`src/rtl/hub75_scan_driver_if.sv`:
```
// Read port between the HUB75 scan driver and the dual-buffer pixel RAM.
// The driver is the master: it issues the address and enable, and the RAM returns the data.
interface hub75_scan_driver_if #(
    parameter int BITS_PER_PIXEL = 32
);
    logic [9:0]                read_addr;
    logic                      read_en;
    logic [BITS_PER_PIXEL-1:0] read_data_top;
    logic [BITS_PER_PIXEL-1:0] read_data_bottom;

    modport master (
        output read_addr,
        output read_en,
        input  read_data_top,
        input  read_data_bottom
    );

    modport slave (
        input  read_addr,
        input  read_en,
        output read_data_top,
        output read_data_bottom
    );
endinterface

```
`src/rtl/hub75_scan_driver.sv`:
```
// HUB75 64x32 scan driver: shifts row pairs out of the frame buffer with binary-coded
// modulation and swaps the displayed buffer only at a frame boundary.
module hub75_scan_driver #(
    parameter int BITS_PER_PIXEL   = 32,
    parameter int BITS_PER_CHANNEL = 8,
    parameter int BASE_CYCLES      = 4
) (
    input  logic                       clk,
    input  logic                       reset_n,
    hub75_scan_driver_if.master        ram,
    output logic                       buffer_toggle,
    input  logic                       swap_req,
    output logic                       swap_ack,
    output logic                       hub75_r0,
    output logic                       hub75_g0,
    output logic                       hub75_b0,
    output logic                       hub75_r1,
    output logic                       hub75_g1,
    output logic                       hub75_b1,
    output logic                       hub75_clk,
    output logic                       hub75_lat,
    output logic                       hub75_oe_n,
    output logic [3:0]                 hub75_addr
);
    localparam int PLANE_W     = (BITS_PER_CHANNEL > 1) ? $clog2(BITS_PER_CHANNEL) : 1;
    localparam int MAX_DISPLAY = BASE_CYCLES << (BITS_PER_CHANNEL - 1);
    localparam int DISP_W      = $clog2(MAX_DISPLAY + 1);
    localparam logic [PLANE_W-1:0] LAST_PLANE = PLANE_W'(BITS_PER_CHANNEL - 1);

    typedef enum logic [2:0] {
        S_READ,
        S_DATA,
        S_CLK,
        S_BLANK,
        S_LATCH,
        S_DISPLAY
    } state_t;

    state_t              state, state_n;
    logic [3:0]          row, row_n;
    logic [5:0]          col, col_n;
    logic [PLANE_W-1:0]  plane, plane_n;
    logic [DISP_W-1:0]   disp_cnt, disp_cnt_n;
    logic                swap_pending, swap_pending_n;
    logic                toggle_n, ack_n, frame_end;
    logic [5:0]          colour, colour_n;   // {r0, g0, b0, r1, g1, b1}
    logic [3:0]          addr_n;

    logic [BITS_PER_CHANNEL-1:0] top_r, top_g, top_b, bot_r, bot_g, bot_b;
    assign top_r = ram.read_data_top[BITS_PER_CHANNEL-1:0];
    assign top_g = ram.read_data_top[2*BITS_PER_CHANNEL-1:BITS_PER_CHANNEL];
    assign top_b = ram.read_data_top[3*BITS_PER_CHANNEL-1:2*BITS_PER_CHANNEL];
    assign bot_r = ram.read_data_bottom[BITS_PER_CHANNEL-1:0];
    assign bot_g = ram.read_data_bottom[2*BITS_PER_CHANNEL-1:BITS_PER_CHANNEL];
    assign bot_b = ram.read_data_bottom[3*BITS_PER_CHANNEL-1:2*BITS_PER_CHANNEL];

    // Pixel bits above the three colour channels carry no display information.
    logic unused_ram_bits;
    assign unused_ram_bits = ^{ram.read_data_top, ram.read_data_bottom};

    assign {hub75_r0, hub75_g0, hub75_b0, hub75_r1, hub75_g1, hub75_b1} = colour;

    always_comb begin
        // NOTE: every signal written here gets a default first, so no latch can be inferred.
        state_n        = state;
        row_n          = row;
        col_n          = col;
        plane_n        = plane;
        disp_cnt_n     = disp_cnt;
        colour_n       = colour;
        addr_n         = hub75_addr;
        swap_pending_n = swap_pending | swap_req;
        toggle_n       = buffer_toggle;
        ack_n          = 1'b0;
        frame_end      = 1'b0;

        case (state)
            // Straight out of reset read_en is still low, so spend one cycle issuing the read.
            S_READ:  state_n = ram.read_en ? S_DATA : S_READ;
            S_DATA: begin
                colour_n = {top_r[plane], top_g[plane], top_b[plane],
                            bot_r[plane], bot_g[plane], bot_b[plane]};
                state_n  = S_CLK;
            end
            S_CLK: begin
                col_n   = col + 6'd1;
                state_n = (col == 6'd63) ? S_BLANK : S_READ;
            end
            S_BLANK: begin
                addr_n  = row;
                state_n = S_LATCH;
            end
            S_LATCH: begin
                disp_cnt_n = DISP_W'((BASE_CYCLES << plane) - 1);
                state_n    = S_DISPLAY;
            end
            S_DISPLAY: begin
                if (disp_cnt == '0) begin
                    state_n = S_READ;
                    if (plane == LAST_PLANE) begin
                        plane_n   = '0;
                        row_n     = row + 4'd1;
                        frame_end = (row == 4'd15);
                    end else begin
                        plane_n = plane + PLANE_W'(1);
                    end
                end else begin
                    disp_cnt_n = disp_cnt - DISP_W'(1);
                end
            end
            default: state_n = S_READ;
        endcase

        // A request arriving in the frame-end cycle is consumed here rather than lost.
        if (frame_end && swap_pending_n) begin
            toggle_n       = ~buffer_toggle;
            ack_n          = 1'b1;
            swap_pending_n = 1'b0;
        end
    end

    // Outputs are registered from the next state so they line up with the state they describe.
    always_ff @(posedge clk or negedge reset_n) begin
        if (!reset_n) begin
            state         <= S_READ;
            row           <= '0;
            col           <= '0;
            plane         <= '0;
            disp_cnt      <= '0;
            swap_pending  <= 1'b0;
            buffer_toggle <= 1'b0;
            swap_ack      <= 1'b0;
            colour        <= '0;
            ram.read_en   <= 1'b0;
            ram.read_addr <= '0;
            hub75_clk     <= 1'b0;
            hub75_lat     <= 1'b0;
            hub75_oe_n    <= 1'b1;
            hub75_addr    <= '0;
        end else begin
            // NOTE: sequential state uses non-blocking assignments only.
            state         <= state_n;
            row           <= row_n;
            col           <= col_n;
            plane         <= plane_n;
            disp_cnt      <= disp_cnt_n;
            swap_pending  <= swap_pending_n;
            buffer_toggle <= toggle_n;
            swap_ack      <= ack_n;
            colour        <= colour_n;
            ram.read_en   <= (state_n == S_READ);
            ram.read_addr <= {row_n, col_n};
            hub75_clk     <= (state_n == S_CLK);
            hub75_lat     <= (state_n == S_LATCH);
            hub75_oe_n    <= (state_n != S_DISPLAY);
            hub75_addr    <= addr_n;
        end
    end
endmodule

```
`src/flat_wrapper.sv`:
```
// flat-port wrapper written by rule: the top's interface ports become plain ports
module hub75_scan_driver_flat 
#(
    parameter int BITS_PER_PIXEL   = 32,
    parameter int BITS_PER_CHANNEL = 8,
    parameter int BASE_CYCLES      = 4
)
  (clk, reset_n, buffer_toggle, swap_req, swap_ack, hub75_r0, hub75_g0, hub75_b0, hub75_r1, hub75_g1, hub75_b1, hub75_clk, hub75_lat, hub75_oe_n, hub75_addr, ram_read_addr, ram_read_en, ram_read_data_top, ram_read_data_bottom);
  hub75_scan_driver_if #(.BITS_PER_PIXEL(BITS_PER_PIXEL)) ram_i ();
  input  logic clk;
  input  logic reset_n;
  output logic buffer_toggle;
  input  logic swap_req;
  output logic swap_ack;
  output logic hub75_r0;
  output logic hub75_g0;
  output logic hub75_b0;
  output logic hub75_r1;
  output logic hub75_g1;
  output logic hub75_b1;
  output logic hub75_clk;
  output logic hub75_lat;
  output logic hub75_oe_n;
  output logic [3:0] hub75_addr;
  output wire logic [$bits(ram_i.read_addr)-1:0] ram_read_addr;
  output wire logic [$bits(ram_i.read_en)-1:0] ram_read_en;
  input wire logic [$bits(ram_i.read_data_top)-1:0] ram_read_data_top;
  input wire logic [$bits(ram_i.read_data_bottom)-1:0] ram_read_data_bottom;
  assign ram_read_addr = ram_i.read_addr;
  assign ram_read_en = ram_i.read_en;
  assign ram_i.read_data_top = ram_read_data_top;
  assign ram_i.read_data_bottom = ram_read_data_bottom;
  hub75_scan_driver #(.BITS_PER_PIXEL(BITS_PER_PIXEL), .BITS_PER_CHANNEL(BITS_PER_CHANNEL), .BASE_CYCLES(BASE_CYCLES)) u_core (.clk(clk), .reset_n(reset_n), .ram(ram_i), .buffer_toggle(buffer_toggle), .swap_req(swap_req), .swap_ack(swap_ack), .hub75_r0(hub75_r0), .hub75_g0(hub75_g0), .hub75_b0(hub75_b0), .hub75_r1(hub75_r1), .hub75_g1(hub75_g1), .hub75_b1(hub75_b1), .hub75_clk(hub75_clk), .hub75_lat(hub75_lat), .hub75_oe_n(hub75_oe_n), .hub75_addr(hub75_addr));
endmodule
```
`config.mk`:
```
export PLATFORM = sky130hd
export DESIGN_NAME = hub75_scan_driver_flat
export DESIGN_NICKNAME = d
export VERILOG_FILES = /design/src/rtl/hub75_scan_driver_if.sv /design/src/rtl/hub75_scan_driver.sv /design/src/flat_wrapper.sv
export SDC_FILE = /design/constraint.sdc
export NUM_CORES = 1
export LEC_CHECK = 0
export BUFFER_PORTS_ARGS = -buffer_cell sky130_fd_sc_hd__buf_2
export CAP_MARGIN = 20
export CORE_UTILIZATION = 53
export DETAILED_ROUTE_END_ITERATION = 8
export GPL_ROUTABILITY_DRIVEN = 1
export PLACE_DENSITY = 0.86
export SKIP_CTS_REPAIR_TIMING = 1
export SLEW_MARGIN = 15
export SYNTH_ARGS = -nofsm -noshare
export SYNTH_HDL_FRONTEND = slang
export SYNTH_SLANG_ARGS = --single-unit
```
`constraint.sdc`:
```
create_clock -name clk -period 4 [get_ports clk]
set_clock_uncertainty 0.05 [all_clocks]
set_input_delay 0.8 -clock clk [delete_from_list [all_inputs] [get_ports clk]]
set_output_delay 0.8 -clock clk [all_outputs]
set_load 0.02 [all_outputs]
```
==> results.yml <==
outcome:
  status: "completed"
synth:
  ys_top_cells_by_area: "dfrtp_1, mux4_2, ha_1, o21ai_0, nand2_1"
  synth_seq_cells: 43
  syn_nets: 299
  ys_types: 44
  synth_top_cell_area_share_pct: 43.5
  synth-edff-count: 0
  syn_avg_cell_area_sq_um: 10.8
  yosysWarnings: 0
  postSynth.asyncResetShare_pct: 100
  yosysSeqAreaShare_pct: 44.6
  ys.flop_type: "dfrtp_1"
  netlist_area_sq_um: 2420
  syn_inst: 223
  synth_largest_area_cell: "dfrtp_1"
floorplanning:
  io_pins: 93
  core_area_sq_um: 4350
  die_h_microns: 69.5
  rows: 24
  die_w_microns: 69.5
  start_util_pct: 55.5
  die_area_sq_um: 4830
drt:
  first_pass_iters: 5
  wl_mm: 5.81
  drc: 0
  wl_per_cell_microns: 16.8
  drtIter0Drc: 153
  vias: 2056
  avgViaCountPerCell: 5.94
  ant_nets: 0
global_routing:
  antenna_found_initial: 0
  grt-ovfl-total: 0
  grt_pass1_wl_mm: 9.44
  grt_pass1_vias: 1932
  track_usage_pct: 25.3
  grt_max_degree: 44
worst_setup_path:
  critPathArrivalTime_ns: 2.49
  path_delay_family: "flip-flops"
  rrSetupSlack_ns: 1.69
  slowest_stage: "dfrtp_1"
  cp_cell_sequence: "inv_1, ha_1, nor4_1, xor2_1, a32oi_1, o2bb2ai_1"
  required_ns: 4.17
  r2r_cells: 6
  worst-path-max-fanout: 16
  critPathLaunchType: "flop"
  worstSetupPathDepth: 6
  endpoint_kind: "flop"
  cp_num_buf_inv: 1
  slowest_delay_ns: 0.90
  crit_type: "reg2reg"
clock_network:
  cts.clk_slew.worst_paths_ns: 0.08
  htree_num_levels: 2
  cts-root-buf: "clkbuf_8"
  cts_max_path_buffers: 2
  cts.sinks: 43
  cts_buffers: 5
  cts_tree: "yes"
  clk_latency_ns: 0.30
sta:
  whs_ns: 0.424
  fin_crit_sh_pct: 57.9
  maxSlewHeadroom_pct: 38.6
  fmax_mhz: 432
  tightest_slew_ns: 0.921
  final-hold-violation-count: 0
  period_minus_slack_ns: 2.31
  maxSlewViolCount: 0
  rsz0062_at_grt: "false"
  fin_tns_setup_ns: 0
  setup_viol: 0
power_and_ir_drop:
  power_density_nw_per_um2: 264
  p_seq_share_pct: 57.5
  intPower_mw: 0.589
  clkPwrFrac_pct: 35.2
  peakVddDrop_uv: 128
  p_leak_nw: 1.42
  comb_power_share_pct: 7.2
  p_sw_mw: 0.175
  p_sw_share_pct: 22.9
cells_and_area:
  drive_gt1_share_pct: 36.7
  area_growth_pct: 19.8
  regArea_sq_um: 1080
  multi_input_area_sq_um: 1250
  diodes: 0
  fin_util_pct: 66.5
  design.final.nets: 369
  fill_cells: 339
min_path:
  min_path_type: "reg2reg"
  min_delay_path_depth: 1
place:
  dp_hpwl_mm: 4.32
  port_buffers: 76
  gp_congestion: 0.816
job:
  max_cap_viol_count: 0
==> path summary, 6_finish.rpt <==
check	to	from
min in group asynchronous	u_core.ram.read_addr[1]	reset_n
worst max-delay path	u_core.disp_cnt[9]	u_core.plane[0]
worst min-delay path	u_core.buffer_toggle	u_core.buffer_toggle
worst min register to register	u_core.buffer_toggle	u_core.buffer_toggle
worst max register to register	u_core.disp_cnt[9]	u_core.plane[0]
max in group asynchronous	u_core.colour[3]	reset_n
==> cell usage after synthesis, types with 5 or more instances <==
cell / number
a21oi_1: 6
a31oi_1: 6
clkbuf_1: 9
dfrtp_1: 42
ha_1: 9
inv_1: 8
mux2_2: 5
mux4_2: 12
nand2_1: 19
nand3_1: 7
nand4_1: 6
nor2_1: 14
nor3_1: 8
o21ai_0: 16
xnor2_1: 8
==> power groups by stage <==
stage               Sequential [mW]  Combinational [mW]  Clock [mW]
global route                  0.440              0.0602       0.292
CTS                           0.439              0.0556       0.274
global placement              0.448              0.0526           0
finish                        0.439              0.0551       0.269
detailed placement            0.448              0.0554           0
floorplan                     0.452              0.0132           0
==> layout make-up <==
cell class	count	area share [%]
Clock buffer	6	2.51
Tap cell	52	2.25
Sequential cell	43	37.2
Multi-Input combinational cell	158	43.3
Timing Repair Buffer	76	13.1
Clock inverter	2	0.432
Inverter	9	1.17
==> layout by cell type, fill, tap and decap left out, types with 2 or more instances in the layout <==
cell type  netlist  layout
xnor2_1          8       8
or3_1            3       3
nand3b_1         2       2
o22a_1           3       3
a22o_1           3       3
nand2b_1         2       2
mux4_2          12      12
buf_2            3      76
clkbuf_8         0       5
nor4_1           2       2
and3_1           2       2
o21ai_0         16      16
nand4_1          6       6
nor3_1           8       8
o2bb2ai_1        2       2
a31oi_1          6       6
nor2_1          14      14
o31ai_1          2       2
a21oi_1          6       6
xor2_1           3       3
dfrtp_1         42      42
ha_1             9       9
a32oi_1          3       3
inv_1            8       8
or4_1            2       2
mux2_2           5       5
nand2_1         19      19
nand3_1          7       7
==> metal layers <==
metal  GRT usage [%]  vias to the layer above  share of wire [%]
li1                -                      961                  -
met1            32.5                     1000                 41
met2            41.5                       81                 51
met3            4.65                       14                5.2
met4            11.8                        0                2.7
met5               0                        -                  0
==> cell families after synthesis <==
group / synth area share, %
AOI/OAI and AO/OA: 12.4
and+or+nand+nor: 16.4
DFF: 44.6
adders and majority gates: 4.66
buffers and inverters: 3.88
xor gates and xnor gates: 3.99
muxes: 14.1
==> metrics by stage <==
stage | worst slack, ns | power (mW) | std cells | cell area (sq um)
after floorplan | 1.94 | 0.465 | 223 | 2420
after global placement | 1.58 | 0.500 | 338 | 2800
after detailed placement | 1.48 | 0.503 | 338 | 2800
after CTS | 1.47 | 0.768 | 346 | 2890
after global routing | 1.41 | 0.792 | 346 | 2890
final | 1.69 | 0.763 | 346 | 2890
==> flip-flops by register name, summed over array words and instances (netlist names), 3 cells and up <==
register / cells
u_core.disp_cnt: 10
u_core.ram.read_addr: 10
u_core.colour: 6
u_core.hub75_addr: 4
u_core.plane: 3
u_core.state: 3
==> worst reg2reg max path: stages (launching register included) <==
cell	delay, ns
dfrtp_1	0.90
inv_1	0.20
ha_1	0.31
nor4_1	0.32
xor2_1	0.20
a32oi_1	0.08
o2bb2ai_1	0.19
(Power assumes the default switching activity.)
